<file path="src/rtl/linear_pkg.sv">
// Shared types for the linear operand feeder: result tag, FSM states and
// beat-counter sizing.
package linear_pkg;

  // Tag that travels alongside the multiplier array pipeline.
  typedef struct packed {
    logic valid;
    logic last;
  } tag_t;

  // Row sequencing states.
  typedef enum logic [1:0] {
    ST_IDLE   = 2'd0,
    ST_STREAM = 2'd1,
    ST_DRAIN  = 2'd2
  } state_e;

  // Default row length limit and the matching beat-counter width.
  localparam int DEFAULT_MAX_BEATS = 256;
  localparam int BEAT_CNT_W        = $clog2(DEFAULT_MAX_BEATS);

  // Counter width able to hold 0 .. max_beats-1 (never narrower than 1 bit).
  function automatic int beat_cnt_width(input int max_beats);
    return (max_beats > 1) ? $clog2(max_beats) : 1;
  endfunction

endpackage

</file>
<file path="src/rtl/tag_delay_line.sv">
// Fixed-depth shift register for result tags. Advances only when enabled so
// it tracks the multiplier array under a global clock-enable stall.
module tag_delay_line
  import linear_pkg::*;
#(
  parameter int DEPTH = 6
) (
  input  logic             clk,
  input  logic             rst,
  input  logic             en,
  input  tag_t             tag_in,
  output tag_t             tag_out,
  output logic [DEPTH-1:0] valid_vec
);

  tag_t stage_reg [DEPTH];

  // Shift one stage per enabled cycle; synchronous clear drops every tag.
  always_ff @(posedge clk) begin
    if (rst) begin
      for (int i = 0; i < DEPTH; i++) begin
        stage_reg[i] <= '0;
      end
    end else if (en) begin
      stage_reg[0] <= tag_in;
      for (int i = 1; i < DEPTH; i++) begin
        stage_reg[i] <= stage_reg[i-1];
      end
    end
  end

  // Per-stage valid flags let the owner tell when the line has emptied.
  generate
    for (genvar gi = 0; gi < DEPTH; gi++) begin : g_valid
      assign valid_vec[gi] = stage_reg[gi].valid;
    end
  endgenerate

  assign tag_out = stage_reg[DEPTH-1];

endmodule

</file>
<file path="src/rtl/linear_operand_feeder.sv">
// Operand sequencer for the multiplier array: latches one weight row and its
// bias, streams feature tiles under valid/ready, and emits a result tag that
// lines up with the array output. Downstream backpressure becomes a global
// clock-enable stall.
module linear_operand_feeder
  import linear_pkg::*;
#(
  parameter int PRECISION      = 8,
  parameter int BIAS_PRECISION = 32,
  parameter int NUM_FEATURES   = 2,
  parameter int N              = 16,
  parameter int PIPE_LATENCY   = 6,
  parameter int MAX_BEATS      = 256
) (
  input  logic                                           clk,
  input  logic                                           rst,
  input  logic                                           w_valid,
  output logic                                           w_ready,
  input  logic [N-1:0][PRECISION-1:0]                    w_data,
  input  logic [BIAS_PRECISION-1:0]                      w_bias,
  input  logic                                           f_valid,
  output logic                                           f_ready,
  input  logic [NUM_FEATURES-1:0][N-1:0][PRECISION-1:0]  f_data,
  input  logic                                           f_last,
  output logic [N-1:0][PRECISION-1:0]                    weights_out,
  output logic [NUM_FEATURES-1:0][N-1:0][PRECISION-1:0]  features_out,
  output logic [BIAS_PRECISION-1:0]                      bias_out,
  output logic                                           ce_out,
  input  logic                                           res_ready,
  output logic                                           res_valid,
  output logic                                           res_last,
  output logic                                           overrun
);

  localparam int                CNT_W    = beat_cnt_width(MAX_BEATS);
  localparam logic [CNT_W-1:0]  LAST_CNT = CNT_W'(MAX_BEATS - 1);

  state_e              state_reg;
  state_e              state_next;
  logic [CNT_W-1:0]    beat_cnt_reg;
  logic                overrun_reg;
  tag_t                cur_tag_reg;   // tag aligned with features_out
  tag_t                tag_push;
  tag_t                res_tag;
  logic [PIPE_LATENCY-1:0] line_valid;

  logic w_fire;
  logic f_fire;
  logic forced_last;
  logic pipe_busy;
  logic drain_done;

  // A result waiting at the output with no taker freezes the whole array.
  // Reset also holds the enable low so nothing looks alive while in reset.
  assign ce_out = !rst && !(res_tag.valid && !res_ready);

  // The pipe is always empty in IDLE, so a weight load never collides with a stall.
  assign w_ready = !rst && (state_reg == ST_IDLE);
  assign f_ready = (state_reg == ST_STREAM) && ce_out;

  assign w_fire = w_valid && w_ready;
  assign f_fire = f_valid && f_ready;

  // The MAX_BEATS-th beat of a row ends it even without f_last from the source.
  assign forced_last = f_fire && !f_last && (beat_cnt_reg == LAST_CNT);

  // Tag entering the pipe this cycle; idle cycles insert bubbles.
  always_comb begin
    tag_push = '0;
    if (f_fire) begin
      tag_push.valid = 1'b1;
      tag_push.last  = f_last || forced_last;
    end
  end

  // Drain completes when the only tag left (if any) is leaving this cycle,
  // which lets the FSM reach IDLE the cycle right after the final result.
  always_comb begin
    pipe_busy = cur_tag_reg.valid;
    for (int i = 0; i < PIPE_LATENCY - 1; i++) begin
      pipe_busy = pipe_busy | line_valid[i];
    end
    drain_done = !pipe_busy && (!res_tag.valid || res_ready);
  end

  // Row sequencing: IDLE -> STREAM -> DRAIN -> IDLE.
  always_comb begin
    state_next = state_reg;
    case (state_reg)
      ST_IDLE: begin
        if (w_fire) begin
          state_next = ST_STREAM;
        end
      end
      ST_STREAM: begin
        if (f_fire && (f_last || forced_last)) begin
          state_next = ST_DRAIN;
        end
      end
      ST_DRAIN: begin
        if (ce_out && drain_done) begin
          state_next = ST_IDLE;
        end
      end
      default: begin
        state_next = ST_IDLE;
      end
    endcase
  end

  // State, beat counter and sticky overrun flag; all frozen during a stall.
  always_ff @(posedge clk) begin
    if (rst) begin
      state_reg    <= ST_IDLE;
      beat_cnt_reg <= '0;
      overrun_reg  <= 1'b0;
    end else if (ce_out) begin
      state_reg <= state_next;
      if (w_fire) begin
        beat_cnt_reg <= '0;
      end else if (f_fire) begin
        beat_cnt_reg <= beat_cnt_reg + 1'b1;
      end
      if (forced_last) begin
        overrun_reg <= 1'b1;
      end
    end
  end

  // Row operands stay constant from the load until the next row is accepted.
  always_ff @(posedge clk) begin
    if (rst) begin
      weights_out <= '0;
      bias_out    <= '0;
    end else if (w_fire) begin
      weights_out <= w_data;
      bias_out    <= w_bias;
    end
  end

  // Feature register only moves on an accepted beat; bubbles keep the old tile.
  always_ff @(posedge clk) begin
    if (rst) begin
      features_out <= '0;
    end else if (f_fire) begin
      features_out <= f_data;
    end
  end

  // First tag stage, presented in the same cycle as its features_out tile.
  always_ff @(posedge clk) begin
    if (rst) begin
      cur_tag_reg <= '0;
    end else if (ce_out) begin
      cur_tag_reg <= tag_push;
    end
  end

  // Remaining PIPE_LATENCY stages mirror the array's own pipeline depth.
  tag_delay_line #(
    .DEPTH (PIPE_LATENCY)
  ) u_tag_delay (
    .clk       (clk),
    .rst       (rst),
    .en        (ce_out),
    .tag_in    (cur_tag_reg),
    .tag_out   (res_tag),
    .valid_vec (line_valid)
  );

  assign res_valid = res_tag.valid;
  assign res_last  = res_tag.last;
  assign overrun   = overrun_reg;

endmodule

</file>
<file path="config.mk">
export PLATFORM = sky130hd
export DESIGN_NAME = linear_operand_feeder
export DESIGN_NICKNAME = d
export VERILOG_FILES = /design/src/rtl/linear_pkg.sv /design/src/rtl/tag_delay_line.sv /design/src/rtl/linear_operand_feeder.sv
export SDC_FILE = /design/constraint.sdc
export NUM_CORES = 1
export LEC_CHECK = 0
export BUFFER_PORTS_ARGS = -buffer_cell sky130_fd_sc_hd__buf_2
export CAP_MARGIN = 30
export CORE_AREA = 5 5 325 327
export DETAILED_ROUTE_END_ITERATION = 8
export DIE_AREA = 0 0 330 332
export GPL_TIMING_DRIVEN = 0
export PLACE_DENSITY = 0.38
export SLEW_MARGIN = 30
export SYNTH_ARGS = -nofsm -noshare
export SYNTH_HDL_FRONTEND = slang
export SYNTH_SLANG_ARGS = --single-unit
</file>
<file path="constraint.sdc">
create_clock -name clk -period 3.46 [get_ports clk]
set_input_delay 0.346 -clock clk [delete_from_list [all_inputs] [get_ports clk]]
set_output_delay 0.346 -clock clk [all_outputs]
set_load 0.01 [all_outputs]
</file>
==> results of run 1 <==
==> how the worst max path moves through the flow <==
| stage | cells past startpoint | to | slack (ns) | startpoint |
|---|---|---|---|---|
| finish | 7 | features_out[129]$_SDFFE_PP0N_ | 1.02 | u_tag_delay.stage_reg[0][11]$_SDFFCE_PN0P_ |
| global route | 6 | features_out[134]$_SDFFE_PP0N_ | 0.80 | state_reg[1]$_SDFFE_PP0P_ |
| global placement | 5 | features_out[7]$_SDFFE_PP0N_ | 0.22 | rst |
| CTS | 5 | f_ready | 0.88 | rst |
| detailed placement | 5 | u_tag_delay.stage_reg[0][10]$_SDFFCE_PN0P_ | 0.55 | rst |
| floorplan | 8 | features_out[120]$_SDFFE_PP0N_ | 1.95 | u_tag_delay.stage_reg[0][11]$_SDFFCE_PN0P_ |
==> critical path, stage by stage, from the launching register on <==
cell and delay (ns):
edfxtp_1 0.38, nand2b_1 0.08, buf_2 0.18, nand4_2 0.24, buf_2 0.43, buf_1 0.73, nand2_1 0.12, a21oi_1 0.18
==> synthesized netlist by cell type, drive strengths merged <==
cell    instances  area share, %
and2           12           0.48
nor3            2          0.064
nand3           3          0.095
xor2            2           0.11
nand4           4           0.20
edfxtp         12            2.3
ha              1          0.080
o22ai           1          0.040
nor4b           3           0.26
a21oi         262            8.3
nor4            1          0.040
a22oi           1          0.048
a21o            1          0.048
nand2b        161            6.4
clkbuf         69            1.7
nor2b           1          0.040
and4            2           0.11
o21ai         167            5.3
inv             2          0.048
or3             4           0.16
mux2            1          0.072
and3            1          0.040
buf            73            3.0
dfxtp         429             55
nor2           12           0.30
nand2         680             16
==> layout make-up <==
class	instances	area, um^2	area share [%]
multi-input cells	1322	6050	21.9
inverters	2	7.51	0.0271
repair buffers	1257	8360	30.2
plain buffers	142	728	2.63
well taps	1380	1730	6.24
diodes	4	10.0	0.0361
flip-flops and latches	441	8950	32.3
clock buffers	83	1630	5.90
clock inverters	16	221	0.800
==> logic make-up after synthesis <==
family / count (synthesis) / synth area share [%]
and+or+nand+nor: 886 / 24.4
DFF: 441 / 56.9
muxes: 1 / 0.0716
buffers and inverters: 144 / 4.67
xor gates and xnor gates: 2 / 0.111
AOI/OAI and AO/OA: 432 / 13.8
adders and majority gates: 1 / 0.0795
==> layer usage <==
metal,vias to the layer above,wire [um],share of wire [%]
met1,8178,33700,41
met2,594,39600,48
li1,8801,-,-
met4,4,3060,3.7
met5,-,24,0.029
met3,152,5840,7.1
==> power by group <==
group          switching (uW)  total [uW]  internal (uW)
clock                    2390        5950           3550
combinational             841        1650            812
sequential                112        5430           5320
==> metrics by stage <==
stage | hold WS [ns] | setup WS [ns]
6_report | 0.0942 | 1.02
5_1_grt | 0.0333 | 0.799
4_1_cts | 0.00971 | 0.876
3_5_place_dp | 0.443 | 0.553
3_3_place_gp | 0.439 | 0.218
2_1_floorplan | 0.415 | 1.95
==> repair_timing <==
item                                   in CTS  in global routing
setup endpoints to repair                   0                  0
hold buffers                              414                  0
buffers inserted                            0                  0
endpoints found under the hold margin     415                  0
==> summary.md, run 1 <==
| Metric | Value |
|---|---|
| Reg-to-reg slack, setup | between 1 and 1.5 ns |
| Commonest non-fill, non-tap cell in the layout | buf_2 |
| Worst Setup Path Type | register to register |
| Required @ worst endpoint | 4.00 ns |
| Worst slew margin | about two fifths |
| Number of synthesized register bits | between 400 and 500 |
| Num rows | between 100 and 150 |
| Post-CTS Resized | 0 |
| Met1 GRT Util | roughly 17% |
| Final period utilization | between 70 and 80% |
| Num CTS Buffers | 56 |
| Hold Crit Depth | 3 |
| HP Start | f_data[135] |
| DR pass1 iterations | 5 |
| VDD IR max | approximately 0.36 mV |
| Number of global-route vias before repair | 18400 |
| Routed wire length per instance | 17.7 um |
| Fmax | slightly above 400 MHz |
| Vias per Instance | roughly 3.8 |
| Period minus WS final | 2.44 ns |
| Final hold vios | 0 |
| Core area | ~0.1 mm^2 |
| Placer Congestion | approximately 0.84 |
| Top flop regs | features_out (256), weights_out (128), bias_out (32) |
| Global-route wire length before repair | roughly 120 mm |
| Aggregate global routing overflow | 0 |
| Vias | roughly 18000 |
| WP data arrival | 2.98 ns |
| Drt total wl | between 80 and 90 mm |
| Post-Place Cells | 4130 |
| CP Launch Type | register |
| Fraction of layout cells with a size suffix above 1 | 30.6% |
| Met2 Use GR | around 24% |
| Final setup viols | 0 |
| Worst Skew | between 0.015 and 0.02 ns |
| Number of flip-flops in the largest register | 256 |
| Routed Antenna Nets | 0 |
| Synth cell types | 34 |
| Worst hold endpoint | features_out[135]$_SDFFE_PP0N_ |
| Top Usage Layer GRT | met2 |
| IO buf count | about 840 |
| GRT Overall Usage | 14.2% |
| Most flops, register | features_out |
| Power Density | ~470 mW/mm^2 |
| Final HPWL from detailed placement | ~64 mm |
| Initial core utilization | 15.3% |
| Synthesized cell area | about 0.016 mm^2 |
| Worst Hold Class | primary input to register |
| Clk sinks | between 400 and 500 |
| Total power | between 10000 and 15000 uW |
| Design Area, Final | between 0.02 and 0.03 mm^2 |
| Setup TNS | 0 ns |
| R2r worst-path depth | 7 |
| Post-DP Area | roughly 0.022 mm^2 |
| Seq/Total Area, Yosys | between 50% and 60% |
| RSZ-0062 raised after global routing | no |
| Die Area | ~0.11 mm^2 |
| Layout Cells excl Fill | 4647 |
| Die height | approximately 330 um |
| Leak pwr | 0.0121 uW |
| Final nets | roughly 3600 |
| Max Cap Viol | 0 |
| CTS tree | done |
| Synth Instances | ~1900 |
| Status | completed |
| CP max FO | 11 |
| CTS Root Cell | clkbuf_16 |
| Post-layout util | about 27% |
| Yosys warning count | 0 |
| Synth-to-Final Area Change | 76.0% |
| Clock Path Buffers | 3 |
| Post-route DRC | 0 |
| Worst reg2reg path endpoint | features_out[129]$_SDFFE_PP0N_ |
| Worst-Skew Late Latency | 0.63 ns |
| CTS H-tree lvls | 2 |
| Tightest Pin Transition | between 0.9 and 1 ns |
| Initial drt markers | 698 |
| Mapped Nets | 2330 |
| Most frequent cells in the layout | 880 x buf_2, 680 x nand2_1, 429 x dfxtp_1, 414 x dlygate4sd3_1, 262 x a21oi_1 |
| Slew Limit Fails | 0 |
| Avg Cell Area, Syn | a little over 8 um^2 |
| RR Startpoint | u_tag_delay.stage_reg[0][11]$_SDFFCE_PN0P_ |
| Grt met3 use | approximately 3.9% |
| CP Capture Type | register |
| # fillers | between 10000 and 15000 |
| Clock-pin slew on the worst setup and hold paths | ~0.06 ns |
| Die W | 330 um |
| Largest net degree at the start of global routing | 16 |
| Antenna violations before repair | 8 |
| Io pins | 844 |
(Power assumes the default switching activity.)
==> inputs of run 2 (changes only) <==
clock period = 2.5 ns   (was 3.46 ns; I/O delays follow)
==> summary.md, run 2 (synthesized netlist as in run 1, its figures left out) <==
| Metric | Value |
|---|---|
| Synth-to-Final Area Change | 76.3% |
| Worst Setup EP | features_out[129]$_SDFFE_PP0N_ |
| Final nets | approximately 3700 |
| Num CTS Buffers | 56 |
| Drt total wl | approximately 82 mm |
| Critical path's slowest cell | clkdlybuf4s15_2 |
| Vias per Instance | 3.81 |
| Routed Antenna Nets | 0 |
| Worst Setup Path Type | register to register |
| VDD IR max | approximately 0.50 mV |
| Fraction of layout cells with a size suffix above 1 | between 30% and 40% |
| CP Capture Type | register |
| Worst reg2reg path endpoint | features_out[129]$_SDFFE_PP0N_ |
| Most flops, register | features_out |
| Max Cap Viol | 0 |
| Largest net degree at the start of global routing | 16 |
| Final hold slack | approximately 0.18 ns |
| Number of flip-flops in the largest register | ~260 |
| Status | completed |
| Clk sinks | 441 |
| CTS tree | done |
| Final HPWL from detailed placement | ~64 mm |
| Vias | around 18000 |
| # fillers | about 11000 |
| Sw power | roughly 4600 uW |
| Fmax | between 400 and 500 MHz |
| WP data arrival | 2.74 ns |
| Antenna violations before repair | 8 |
| Fraction of power consumed by the clock network | 45.6% |
| Power Density | ~650 mW/mm^2 |
| Tightest Pin Transition | between 0.9 and 1 ns |
| Leak pwr | 0.0121 uW |
| CTS H-tree lvls | 2 |
| Total power | ~18000 uW |
| Most frequent cells in the layout | 880 x buf_2, 680 x nand2_1, 429 x dfxtp_1, 419 x dlygate4sd3_1, 262 x a21oi_1 |
| Combinational fraction of design power | 12.7% |
| Worst Hold Class | primary input to register |
| RSZ-0062 raised after global routing | no |
| Clock Path Buffers | 3 |
| CTS Root Cell | clkbuf_16 |
| Most common cell on crit path | buf_2 |
| WP depth | 7 |
| GRT Overall Usage | between 10% and 20% |
| Required @ worst endpoint | 2.96 ns |
| Worst slew margin | between 30% and 40% |
| IO buf count | roughly 840 |
| Number of global-route vias before repair | about 18000 |
| CP max stage delay | 0.45 ns |
| Commonest non-fill, non-tap cell in the layout | buf_2 |
| Die Area | about 0.11 mm^2 |
| Clock-pin slew on the worst setup and hold paths | 0.06 ns |
| Period minus WS final | between 2 and 2.5 ns |
| Post-route DRC | 0 |
| Setup slack after layout | 0.219 ns |
| Aggregate global routing overflow | 0 |
| Worst Skew | between 0.015 and 0.02 ns |
| Routed wire length per instance | 17.7 um |
| Global-route wire length before repair | approximately 120 mm |
| Die height | 332 um |
| Place WS | -0.311 ns |
| CP Launch Type | register |
| Initial drt markers | ~700 |
| Slew Limit Fails | 0 |
| Top flop regs | features_out (256), weights_out (128), bias_out (32) |
| Final period utilization | between 90% and 100% |
| Final hold vios | 0 |
| Flop pwr share | a little over two fifths |
| DR pass1 iterations | 5 |
| HP Start | rst |
| Core area | 0.103 mm^2 |
| CP cell instances | nand2b_1, buf_2, nand4_2, buf_2, clkdlybuf4s15_2, nand2_1, a21oi_1 |
| Family with the most delay on the worst path | buffers and inverters |
| Worst-Skew Late Latency | 0.63 ns |
| Reg-to-reg slack, setup | approximately 0.22 ns |
| Num rows | 118 |
| CP startpoint | u_tag_delay.stage_reg[0][11]$_SDFFCE_PN0P_ |
| Internal power | roughly 13000 uW |
| Initial core utilization | roughly 15% |
| Placer Congestion | 0.843 |
| RR Startpoint | u_tag_delay.stage_reg[0][11]$_SDFFCE_PN0P_ |
| Final setup viols | 0 |
| Die W | roughly 330 um |
| Sw Ratio | 25.6% |
| CP max FO | 11 |
| Area taken by multi-input logic gates | 0.00605 mm^2 |
| Io pins | between 800 and 900 |
| Reg area | 0.00895 mm^2 |
| R2r worst-path depth | 7 |
| WP buf/inv | 3 |
[run 2: layer usage]
metal | GRT usage [%] | up-vias | part of all wire (%)
met3 | 3.92 | 149 | 6.9
met1 | 16.8 | 8168 | 41
met2 | 24.5 | 574 | 48
met4 | 5.20 | 4 | 3.7
li1 | - | 8810 | -
met5 | 0 | - | 0.027
[run 2: worst reg2reg max path, cell delays in order (launching register included)]
cell             delay (ns)
edfxtp_1               0.42
nand2b_1               0.11
buf_2                  0.20
nand4_2                0.32
buf_2                  0.38
clkdlybuf4s15_2        0.46
nand2_1                0.16
a21oi_1                0.08
[run 2: how the worst min path moves through the flow]
| stage | end | cells past startpoint |
|---|---|---|
| 5_1_grt | beat_cnt_reg[2]$_SDFFE_PP0P_ | 5 |
| 6_report | beat_cnt_reg[2]$_SDFFE_PP0P_ | 5 |
| 4_1_cts | beat_cnt_reg[2]$_SDFFE_PP0P_ | 5 |
| 3_3_place_gp | features_out[206]$_SDFFE_PP0N_ | 2 |
| 3_5_place_dp | features_out[101]$_SDFFE_PP0N_ | 2 |
| 2_1_floorplan | overrun$_SDFFE_PP0P_ | 1 |
[run 2: power groups by stage]
stage	sequential, uW	clock, uW	combinational (uW)
after floorplan	7800	0	583
after global placement	7660	0	1780
after detailed placement	7670	0	1780
after CTS	7520	8570	2340
after global routing	7550	8830	2500
final	7520	8220	2300
[run 2: cell type report]
cell class,instances,area share (%)
inverter,2,0.0271
timing repair buffer,1262,30.3
clock buffer,83,5.88
clock inverter,16,0.798
sequential,441,32.3
tap,1380,6.22
buffer,142,2.65
multi-input combinational,1322,21.8
antenna,4,0.0361
[run 2: through the flow]
| stage | std cells | setup TNS, ns | utilization [%] | instance area, um^2 |
|---|---|---|---|---|
| 6_report | 4652 | 0 | 27.0 | 27700 |
| 5_1_grt | 4650 | 0 | 27.0 | 27700 |
| 4_1_cts | 4648 | 0 | 27.0 | 27700 |
| 3_5_place_dp | 4130 | -10.99 | 21.1 | 21700 |
| 3_3_place_gp | 4130 | -37.24 | 21.1 | 21700 |
| 2_1_floorplan | 1907 | 0 | - | 15700 |
[run 2: what timing repair did]
action / CTS / global route
hold buffers: 419 / 0
setup buffers: 0 / 0
resized for setup: 2 / 0
setup endpoints to repair: 10 / 0
hold endpoints to repair: 420 / 0
